==> config.mk <==
export PLATFORM = sky130hd
export DESIGN_NAME = rom_reader
export DESIGN_NICKNAME = d
export VERILOG_FILES = /design/src/rtl/rom_reader.sv
export SDC_FILE = /design/constraint.sdc
export NUM_CORES = 1
export LEC_CHECK = 0
export BUFFER_PORTS_ARGS = -buffer_cell sky130_fd_sc_hd__buf_4
export CAP_MARGIN = 0
export CORE_MARGIN = 2
export CORE_UTILIZATION = 30
export DETAILED_ROUTE_END_ITERATION = 7
export PLACE_DENSITY = 0.67
export SLEW_MARGIN = 20
export SYNTH_ARGS = -nofsm -noshare
export SYNTH_HDL_FRONTEND = slang
export SYNTH_SLANG_ARGS = --single-unit
==> constraint.sdc <==
create_clock -name clk -period 1.3 [get_ports clk]
set_input_delay 0.13 -clock clk [delete_from_list [all_inputs] [get_ports clk]]
set_output_delay 0.13 -clock clk [all_outputs]
set_load 0.01 [all_outputs]
==> src/rtl/rom_reader.sv <==
// rom_reader: walks an address range of an async-read ROM and streams
// each registered word out on a valid/ready channel, tagging the last one.
//
// Ports:
//   clk, rst        - clock, synchronous active-high reset
//   start           - command strobe, taken only while idle
//   start_addr      - first ROM address of the command
//   count           - words to read, 0 .. 2^ADDR_W
//   rom_oeb         - ROM output enable, active-low (low only in FETCH)
//   rom_addr        - ROM address
//   rom_data        - ROM read data, combinational while rom_oeb=0
//   out_valid/ready - downstream handshake
//   out_data        - registered ROM word
//   out_last        - final word of the command
//   busy            - command in progress
//   done            - one-cycle pulse after the last word is taken
//   checksum        - running sum of delivered words (optional)
//
// Optional feature: define ROM_READER_CHECKSUM_EN to add the checksum
// output and its accumulator.

module rom_reader #(
  parameter int ADDR_W = 3,
  parameter int DATA_W = 16
) (
  input  logic              clk,
  input  logic              rst,
  input  logic              start,
  input  logic [ADDR_W-1:0] start_addr,
  input  logic [ADDR_W:0]   count,
  output logic              rom_oeb,
  output logic [ADDR_W-1:0] rom_addr,
  input  logic [DATA_W-1:0] rom_data,
  output logic              out_valid,
  input  logic              out_ready,
  output logic [DATA_W-1:0] out_data,
  output logic              out_last,
  output logic              busy,
  output logic              done
`ifdef ROM_READER_CHECKSUM_EN
  ,
  output logic [DATA_W-1:0] checksum
`endif
);

  typedef enum logic [1:0] {
    S_IDLE,
    S_FETCH,
    S_OUT,
    S_DONE
  } state_t;

  localparam logic [ADDR_W:0] ONE = (ADDR_W+1)'(1);

  state_t            state;
  state_t            state_n;
  logic [ADDR_W-1:0] addr;
  logic [ADDR_W:0]   remaining;
  logic              accept;
  logic              fire;

  assign accept   = (state == S_IDLE) && start;
  assign fire     = out_valid && out_ready;
  assign rom_addr = addr;

  always_ff @(posedge clk) begin
    if (rst) begin
      state <= S_IDLE;
    end else begin
      state <= state_n;
    end
  end

  always_comb begin
    state_n = state;
    rom_oeb = 1'b1;
    busy    = 1'b1;
    done    = 1'b0;
    unique case (state)
      S_IDLE: begin
        busy = 1'b0;
        if (start) begin
          // A zero-length command still reports completion.
          state_n = (count == '0) ? S_DONE : S_FETCH;
        end
      end
      S_FETCH: begin
        rom_oeb = 1'b0;
        state_n = S_OUT;
      end
      S_OUT: begin
        if (out_ready) begin
          state_n = out_last ? S_DONE : S_FETCH;
        end
      end
      S_DONE: begin
        done    = 1'b1;
        state_n = S_IDLE;
      end
      default: begin
        state_n = S_IDLE;
      end
    endcase
  end

  always_ff @(posedge clk) begin
    if (rst) begin
      addr      <= '0;
      remaining <= '0;
      out_data  <= '0;
      out_last  <= 1'b0;
      out_valid <= 1'b0;
    end else begin
      unique case (state)
        S_IDLE: begin
          if (start && (count != '0)) begin
            addr      <= start_addr;
            remaining <= count;
          end
        end
        S_FETCH: begin
          out_data  <= rom_data;
          out_last  <= (remaining == ONE);
          out_valid <= 1'b1;
        end
        S_OUT: begin
          if (out_ready) begin
            out_valid <= 1'b0;
            remaining <= remaining - ONE;
            // Address wraps naturally at 2^ADDR_W; keep it on the last
            // word so rom_addr holds its final value while idle.
            if (!out_last) begin
              addr <= addr + 1'b1;
            end
          end
        end
        default: begin
        end
      endcase
    end
  end

`ifdef ROM_READER_CHECKSUM_EN
  always_ff @(posedge clk) begin
    if (rst) begin
      checksum <= '0;
    end else if (accept) begin
      checksum <= '0;
    end else if (fire) begin
      checksum <= checksum + out_data;
    end
  end
`endif

endmodule

==> impl_metrics.json, run 1 <==
{
  "status": "finished with violations",
  "violations": "negative setup slack",
  "fin_crit_ps": 1372,
  "fp-row-count": 23,
  "p_leak_nw": 0.8429,
  "peakVddDrop_v": 0.0004833,
  "report.final.setup_viol": 3,
  "routedWlPerCell_microns": 11.41,
  "clockBufferDepth": 2,
  "endpoint_kind": "register",
  "ys_warn_count": 0,
  "crit_arrival_ps": 1590,
  "hp-class": "input pin to register",
  "slew_headroom_pct": 76.91,
  "h-tree-depth": 1,
  "clkSlewWorstSetupHoldPaths_ps": 100,
  "areaGrowthSynthToFinish_pct": 62.95,
  "drc": 0,
  "synth-edff-count": 0,
  "antennaDiodeCount": 0,
  "clk_latency_ps": 270,
  "dpl.hpwl_microns": 2085,
  "antenna_found_initial": 0,
  "switching_share_pct": 28.27,
  "final_area_sq_um": 1976,
  "track_usage_pct": 12.49,
  "p_int_mw": 1.396,
  "crit_chain": "inv_1, ha_1, or3b_2, a21oi_2, a32o_1",
  "ys_seq_elements": 27,
  "post_route_cells_drive_above_1_share_pct": 47.22,
  "dieHeight_microns": 67.57,
  "worst_hold_slack_ps": 95.37,
  "avgSynthCellArea_sq_um": 7.976,
  "core_area_sq_um": 3943,
  "portBuffers": 50,
  "grt_pass1_wl_microns": 4429,
  "maxCapViolations": 0,
  "dieArea_sq_um": 4566,
  "tightest_slew_ps": 346.4,
  "drt_iter0_drc": 36,
  "yosysSeqAreaShare_pct": 44.58,
  "setup_tns_ps": -98.89,
  "via_per_inst": 4.571,
  "synth_cells": 152,
  "yosys.area.top_type": "dfxtp_1",
  "slowest_stage": "or3b_2",
  "crit_fanout": 2,
  "synth_cell_type_count": 34,
  "grt_max_degree": 30,
  "max_freq_mhz": 728.9,
  "synth-async-reset-ratio_pct": 0,
  "die_w_microns": 67.57,
  "synth_area_sq_um": 1212,
  "drtAntennaViolNets": 0,
  "cts_sinks": 27,
  "pwr-share-comb_pct": 27.5,
  "overflow": 0,
  "nFillCells": 386,
  "start_kind": "register",
  "seq_area_sq_um": 545.5,
  "dpl_cell_area_sq_um": 1742,
  "rsz0062_at_grt": "true",
  "synth_nets": 182,
  "numCtsBuffers": 3,
  "fin_util_pct": 50.11,
  "synth_commonest_cells": "nand2_1, dfxtp_1, a21oi_1, nor2_1, inv_1",
  "num_vias": 1216,
  "switchingPower_uw": 550.4,
  "postCtsHoldBufs": 0,
  "path_class": "register to register",
  "fin_nets": 247,
  "drt-total-wl_microns": 3036,
  "synth_most_common_cell": "nand2_1",
  "multi_input_area_sq_um": 730.7,
  "maxSlewViolCount": 0,
  "p_seq_share_pct": 47.9,
  "total_power_mw": 1.947,
  "finalCritPeriodShare_pct": 105.5,
  "routabilityCongestion": 0.7734,
  "cp_data_required_time_ps": 1520,
  "firstDrtPassIters": 4,
  "final_hold_viol_count": 0,
  "p_per_area_nw_per_um2": 985.4,
  "synth_top_area_share_pct": 44.58,
  "start_util_pct": 30.75,
  "grt_pass1_vias": 1021,
  "synth_area_leaders": "dfxtp_1, nand2_1, a21oi_1",
  "io_pins": 51,
  "tritoncts": "yes",
  "clkPwrFrac_pct": 24.6,
  "max_stage_delay_ps": 470,
  "cts_root_buf": "clkbuf_8",
  "synth_ff_type": "dfxtp_1",
  "clock_skew_ps": 6.257,
  "setup_slack_ps": -71.87
}
## layer usage
| layer | global-route usage, % | vias up | wire length [microns] |
|---|---|---|---|
| li1 | - | 643 | - |
| met1 | 16.62 | 549 | 1366 |
| met2 | 20.22 | 22 | 1527 |
| met3 | 2.000 | 2 | 124 |
| met4 | 4.592 | 0 | 19 |
| met5 | 0 | - | 0 |
## area by class of cell
| class | instances | area share [%] |
|---|---|---|
| timing repair buffer | 70 | 27.99 |
| tap | 50 | 3.167 |
| clock buffer | 3 | 2.090 |
| multi-input combinational | 107 | 36.99 |
| inverter | 8 | 1.773 |
| sequential | 27 | 27.61 |
| clock inverter | 1 | 0.3800 |
## cell usage in the layout (no fill, tap or decap), types with 2 or more instances in the layout
master / netlist / final
dfxtp_1: 27 / 25
nor2b_1: 3 / 2
nand2_1: 34 / 28
a211oi_1: 2 / 2
buf_6: 0 / 6
a21oi_2: 0 / 7
nor2_1: 10 / 10
a21oi_1: 24 / 16
nand2_4: 0 / 3
buf_4: 1 / 62
clkbuf_8: 0 / 3
nand2_2: 0 / 3
o21ai_0: 2 / 2
inv_1: 8 / 7
ha_1: 3 / 3
a311oi_1: 2 / 2
mux2i_1: 4 / 3
and2_1: 2 / 2
## final timing paths
check                     from           end  slack, ps  depth (start not counted)
setup / recovery  remaining[1]  remaining[2]        -70                          5
hold / removal     rom_data[0]   out_data[0]        100                          3
setup reg to reg  remaining[1]  remaining[2]        -70                          5
hold reg to reg   out_data[11]  out_data[11]        460                          2
## registers in the layout, summed over array words and instances (netlist names)
register   flops
out_data      16
out_last       1
out_valid      1
remaining      4
rom_addr       3
state          2
## logic make-up after synthesis
kind of cell / count (synthesis) / share of synthesized area [%]
buffers and inverters: 18 / 6.090
multiplexers: 4 / 3.303
AO/OA/AOI/OAI: 38 / 19.71
flip-flops: 27 / 44.58
XOR/XNOR: 1 / 0.7225
AND/OR/NAND/NOR: 61 / 22.50
adder cells (fa/ha/maj): 3 / 3.096
## through the flow
step	setup WS, ps	cells
floorplan	-70.23	152
global placement	-151.3	257
detailed placement	-202.2	257
CTS	-47.12	262
global route	-132.6	266
finish	-71.87	266
## worst max-delay path, delay by kind of cell (launching register included)
family,cells,cell delay [ps]
and+or+nand+nor,1,470
DFF,1,320
AOI/OAI and AO/OA,2,280
adders and majority gates,1,170
buffers and inverters,1,70
## power by group through the flow
stage	clock, mW	combinational, mW	sequential [mW]
6_report	0.479	0.536	0.933
2_1_floorplan	0	0.216	0.955
4_1_cts	0.513	0.485	0.924
3_3_place_gp	0	0.458	0.941
5_1_grt	0.542	0.585	0.941
3_5_place_dp	0	0.463	0.941
## timing repair
item	4_1_cts	5_1_grt
endpoints found under the setup margin	28	24
buffers inserted	2	5
pin swaps	2	18
gates resized for setup	15	29
No activity file was read; power rests on OpenSTA's default activity.
==> run 2: changes to the inputs <==
Settings changed: CORE_MARGIN 2 to default.
==> run 2 against run 1 <==
The run still ends with negative setup slack left. Clock power rose by 4.6%. Worst setup slack got worse by 17 ps. Sequential share of layout area is 0.33 points higher. Die area decreased by 5.8%. Clock skew down 3.5 ps. Cell area fell by 1.6%. Fmax down 1.2%. Count of clock-buffer cells in the layout unchanged. Non-clock buffer count grew 3. Combinational power barely moved. Largest power group unchanged. Highest routed layer unchanged.
==> impl_metrics.json, run 2 (synthesized netlist as in run 1, its figures left out) <==
{
  "nFillCells": 365,
  "maxCapViolations": 0,
  "h-tree-depth": 1,
  "start_util_pct": 32.15,
  "areaGrowthSynthToFinish_pct": 60.27,
  "numCtsBuffers": 3,
  "final_hold_viol_count": 0,
  "antenna_found_initial": 0,
  "violations": "negative setup slack",
  "finalCritPeriodShare_pct": 106.8,
  "tritoncts": "yes",
  "track_usage_pct": 14.22,
  "overflow": 0,
  "clk_latency_ps": 280,
  "dieArea_sq_um": 4299,
  "io_pins": 51,
  "via_per_inst": 4.614,
  "drc": 0,
  "rsz0062_at_grt": "true",
  "total_power_mw": 1.958,
  "dieHeight_microns": 65.57,
  "p_leak_nw": 0.8566,
  "portBuffers": 50,
  "start_kind": "register",
  "max_freq_mhz": 720.1,
  "cts_sinks": 27,
  "fin_nets": 250,
  "min_path_cells": 3,
  "worst_r2r_path_depth": 5,
  "dpl.hpwl_microns": 2144,
  "r2r_end": "remaining[0]",
  "r2r-start": "state[1]",
  "routedWlPerCell_microns": 11.40,
  "crit_arrival_ps": 1560,
  "holdCritStartpoint": "rom_data[7]",
  "clockBufferDepth": 2,
  "r2r_setup_slack_ps": -90,
  "layout.cells.most_common": "buf_4",
  "antennaDiodeCount": 0,
  "path_class": "register to register",
  "report.final.setup_viol": 7,
  "fin_crit_ps": 1389,
  "grt_pass1_wl_microns": 4609,
  "crit_fanout": 7,
  "maxSlewViolCount": 0,
  "layout_common_cells": "buf_4, nand2_1, dfxtp_1",
  "dpl_cell_area_sq_um": 1749,
  "hp-class": "input pin to register",
  "largest_register_ffs": 16,
  "slew_headroom_pct": 78.04,
  "grt_max_degree": 30,
  "firstDrtPassIters": 4,
  "die_w_microns": 65.57,
  "setup_slack_ps": -88.74,
  "drt_iter0_drc": 40,
  "p_per_area_nw_per_um2": 1008,
  "cp_data_required_time_ps": 1470,
  "fp-row-count": 22,
  "num_vias": 1232,
  "drt-total-wl_microns": 3044,
  "min_to": "out_data[7]",
  "worst_hold_slack_ps": 87.61,
  "core_area_sq_um": 3771,
  "peakVddDrop_v": 0.0005895,
  "tightest_slew_ps": 329.4,
  "clkSlewWorstSetupHoldPaths_ps": 100,
  "drtAntennaViolNets": 0,
  "postCtsHoldBufs": 0,
  "post_route_cells_drive_above_1_share_pct": 43.84,
  "cts_root_buf": "clkbuf_8",
  "regMostFlops": "out_data",
  "routabilityCongestion": 0.7746,
  "clock_skew_ps": 2.778,
  "fin_util_pct": 51.53,
  "grt_pass1_vias": 989,
  "setup_tns_ps": -471.9,
  "final_area_sq_um": 1943,
  "endpoint_kind": "register",
  "status": "finished with violations"
}
[run 2: final cells by class]
cell class / count / area, sq um / area share, %
multi-input combinational: 107 / 683.2 / 35.16
timing repair buffer: 73 / 578.1 / 29.75
sequential: 27 / 543.0 / 27.95
tap: 48 / 60.06 / 3.091
clock buffer: 3 / 41.29 / 2.125
inverter: 8 / 30.03 / 1.545
clock inverter: 1 / 7.507 / 0.3863
[run 2: per-stage QoR]
step | instances | setup slack (ps)
global route | 267 | -142.8
detailed placement | 258 | -98.90
finish | 267 | -88.74
floorplan | 152 | -70.23
global placement | 258 | -82.30
CTS | 266 | -82.63
[run 2: worst max-delay path by stage]
| stage | endpoint | startpoint | cells after the start |
|---|---|---|---|
| after floorplan | remaining[2] | state[0] | 5 |
| after global placement | remaining[2] | state[1] | 5 |
| after detailed placement | remaining[2] | state[1] | 5 |
| after CTS | rom_oeb | state[1] | 6 |
| after global routing | remaining[0] | state[1] | 5 |
| final | remaining[0] | state[1] | 5 |
[run 2: where the power goes]
group / internal (mW) / switching, mW / leakage (nW) / total [mW]
logic: 0.292 / 0.241 / 0.613 / 0.533
registers: 0.885 / 0.0384 / 0.222 / 0.924
clock network: 0.218 / 0.283 / 0.0217 / 0.501
[run 2: critical path, stage by stage, from the launching register on]
cell      delay, ps
dfxtp_2         340
buf_6           130
mux2i_2         160
a211oi_4        290
mux2i_1         280
a21oi_2          80
[run 2: timing repair]
item,in CTS,in global routing
endpoints found under the setup margin,11,22
buffers inserted,5,1
pin swaps,4,4
gates resized for setup,14,13
[run 2: layer usage]
metal	routed length [microns]	track usage (%)
met5	0	0
met4	41	6.522
met2	1469	23.45
met1	1406	17.29
met3	126	3.472
==> run 3: changes to the inputs <==
Settings changed: CORE_UTILIZATION 30 to 25, PLACE_DENSITY 0.67 to 0.6.
==> run 3 against run 2 <==
The run still ends with negative setup slack left. Core utilization shrank 9.2 points. Highest routed layer unchanged. Critical path depth stayed put. Combinational power is 2% lower. Sequential cell count stayed put. Cell area shrank 1.9%. Critical path type unchanged. Power down 1.9%. Sequential share of layout area rose by 0.55 points.
==> impl_metrics.json, run 3 (synthesized netlist as in run 1, its figures left out) <==
{
  "status": "finished with violations",
  "violations": "negative setup slack",
  "maxSlewViolCount": 0,
  "routabilityCongestion": 0.7305,
  "drc": 0,
  "layout_common_cells": "buf_4, nand2_1, dfxtp_1",
  "dieArea_sq_um": 5132,
  "firstDrtPassIters": 2,
  "fin_nets": 250,
  "die_w_microns": 71.64,
  "final_hold_viol_count": 0,
  "cts_root_buf": "clkbuf_8",
  "stdcell_count": 271,
  "grt_pass1_vias": 1094,
  "drt-total-wl_microns": 3109,
  "p_leak_nw": 0.8488,
  "holdCritStartpoint": "rom_data[5]",
  "start_kind": "register",
  "post_route_cells_drive_above_1_share_pct": 41.10,
  "clkSlewWorstSetupHoldPaths_ps": 90,
  "max_stage_delay_ps": 340,
  "dpl.hpwl_microns": 2186,
  "cp_data_required_time_ps": 1480,
  "place_ws_ps": -129.5,
  "max_freq_mhz": 710.1,
  "num_vias": 1210,
  "fp-row-count": 24,
  "crit_fanout": 7,
  "crit_arrival_ps": 1590,
  "overflow": 0,
  "slowest_stage": "dfxtp_2",
  "cts_sinks": 27,
  "fin_crit_ps": 1408,
  "areaGrowthSynthToFinish_pct": 57.17,
  "peakVddDrop_v": 0.0005275,
  "multi_input_area_sq_um": 641.9,
  "final_area_sq_um": 1906,
  "routedWlPerCell_microns": 11.47,
  "report.final.setup_viol": 6,
  "grt_pass1_wl_microns": 4961,
  "p_per_area_nw_per_um2": 1008,
  "worst_hold_slack_ps": 93.16,
  "crit_path_start": "state[1]",
  "core_area_sq_um": 4504,
  "placed_cells": 261,
  "clock_skew_ps": 2.205,
  "postCtsHoldBufs": 0,
  "clk_latency_ps": 270,
  "antenna_found_initial": 0,
  "crit_family": "simple AND/OR/NAND/NOR gates",
  "dpl_cell_area_sq_um": 1747,
  "antennaDiodeCount": 0,
  "tritoncts": "yes",
  "h-tree-depth": 1,
  "endpoint_kind": "register",
  "io_pins": 51,
  "setup_slack_ps": -108.3,
  "hp-class": "input pin to register",
  "track_usage_pct": 12.12,
  "path_buf_inv": 1,
  "drtAntennaViolNets": 0,
  "clockBufferDepth": 2,
  "drt_iter0_drc": 42,
  "crit_chain": "buf_6, mux2i_2, or2_1, or3_1, o32ai_2",
  "regMostFlops": "out_data",
  "nFillCells": 468,
  "tightest_slew_ps": 316.4,
  "r2r-start": "state[1]",
  "layout.cells.most_common": "buf_4",
  "slew_headroom_pct": 78.91,
  "maxCapViolations": 0,
  "dieHeight_microns": 71.64,
  "finalCritPeriodShare_pct": 108.3,
  "largest_register_ffs": 16,
  "via_per_inst": 4.465,
  "portBuffers": 50,
  "start_util_pct": 26.92,
  "total_power_mw": 1.921,
  "path_class": "register to register",
  "seq_area_sq_um": 543.0,
  "rsz0062_at_grt": "true",
  "numCtsBuffers": 3,
  "grt_max_degree": 30
}
-- run 3: cell count changes in the layout (fill, tap and decap cells not counted), sizes merged --
cell / delta
clkinv: +1
clkinvlp: -1
-- run 3: per-stage QoR --
step	util [%]	TNS, ps
after floorplan	-	-71.82
after global routing	42.31	-819.2
final	42.31	-312.7
after global placement	38.78	-247.3
after CTS	41.75	-246.3
after detailed placement	38.78	-352.9
-- run 3: timing repair --
item	CTS	global route
setup buffers	7	0
endpoints found under the setup margin	11	12
pin swaps	3	4
gates resized for setup	15	6
-- run 3: power by group --
part,leakage (nW),switching (mW),total (mW),internal [mW]
Clock,0.0255,0.264,0.479,0.215
Sequential,0.222,0.0348,0.920,0.885
Combinational,0.602,0.235,0.522,0.287
-- run 3: final timing paths --
kind	endpoint	slack [ps]	cells past startpoint
max	remaining[3]	-110	5
min	out_data[5]	90	3
max reg2reg	remaining[3]	-110	5
min reg2reg	out_data[3]	460	2
-- run 3: area by class of cell --
cell class / count / area share, %
Multi-Input combinational cell: 107 / 33.68
Inverter: 8 / 1.838
Timing Repair Buffer: 73 / 30.14
Clock inverter: 1 / 0.2626
Tap cell: 52 / 3.414
Sequential cell: 27 / 28.50
Clock buffer: 3 / 2.167
-- run 3: worst reg2reg max path, cell delays in order, from the launching register on --
cell	delay (ps)
dfxtp_2	340
buf_6	130
mux2i_2	160
or2_1	250
or3_1	340
o32ai_2	110
-- run 3: per-layer routing --
| layer | up-vias | share of wire, % | GRT usage [%] | wire length [microns] |
|---|---|---|---|---|
| li1 | 644 | - | - | - |
| met4 | 0 | 0.45 | 2.614 | 14 |
| met5 | - | 0 | 0 | 0 |
| met3 | 2 | 4.8 | 2.954 | 150 |
| met2 | 26 | 48 | 20.65 | 1485 |
| met1 | 538 | 47 | 15.54 | 1458 |
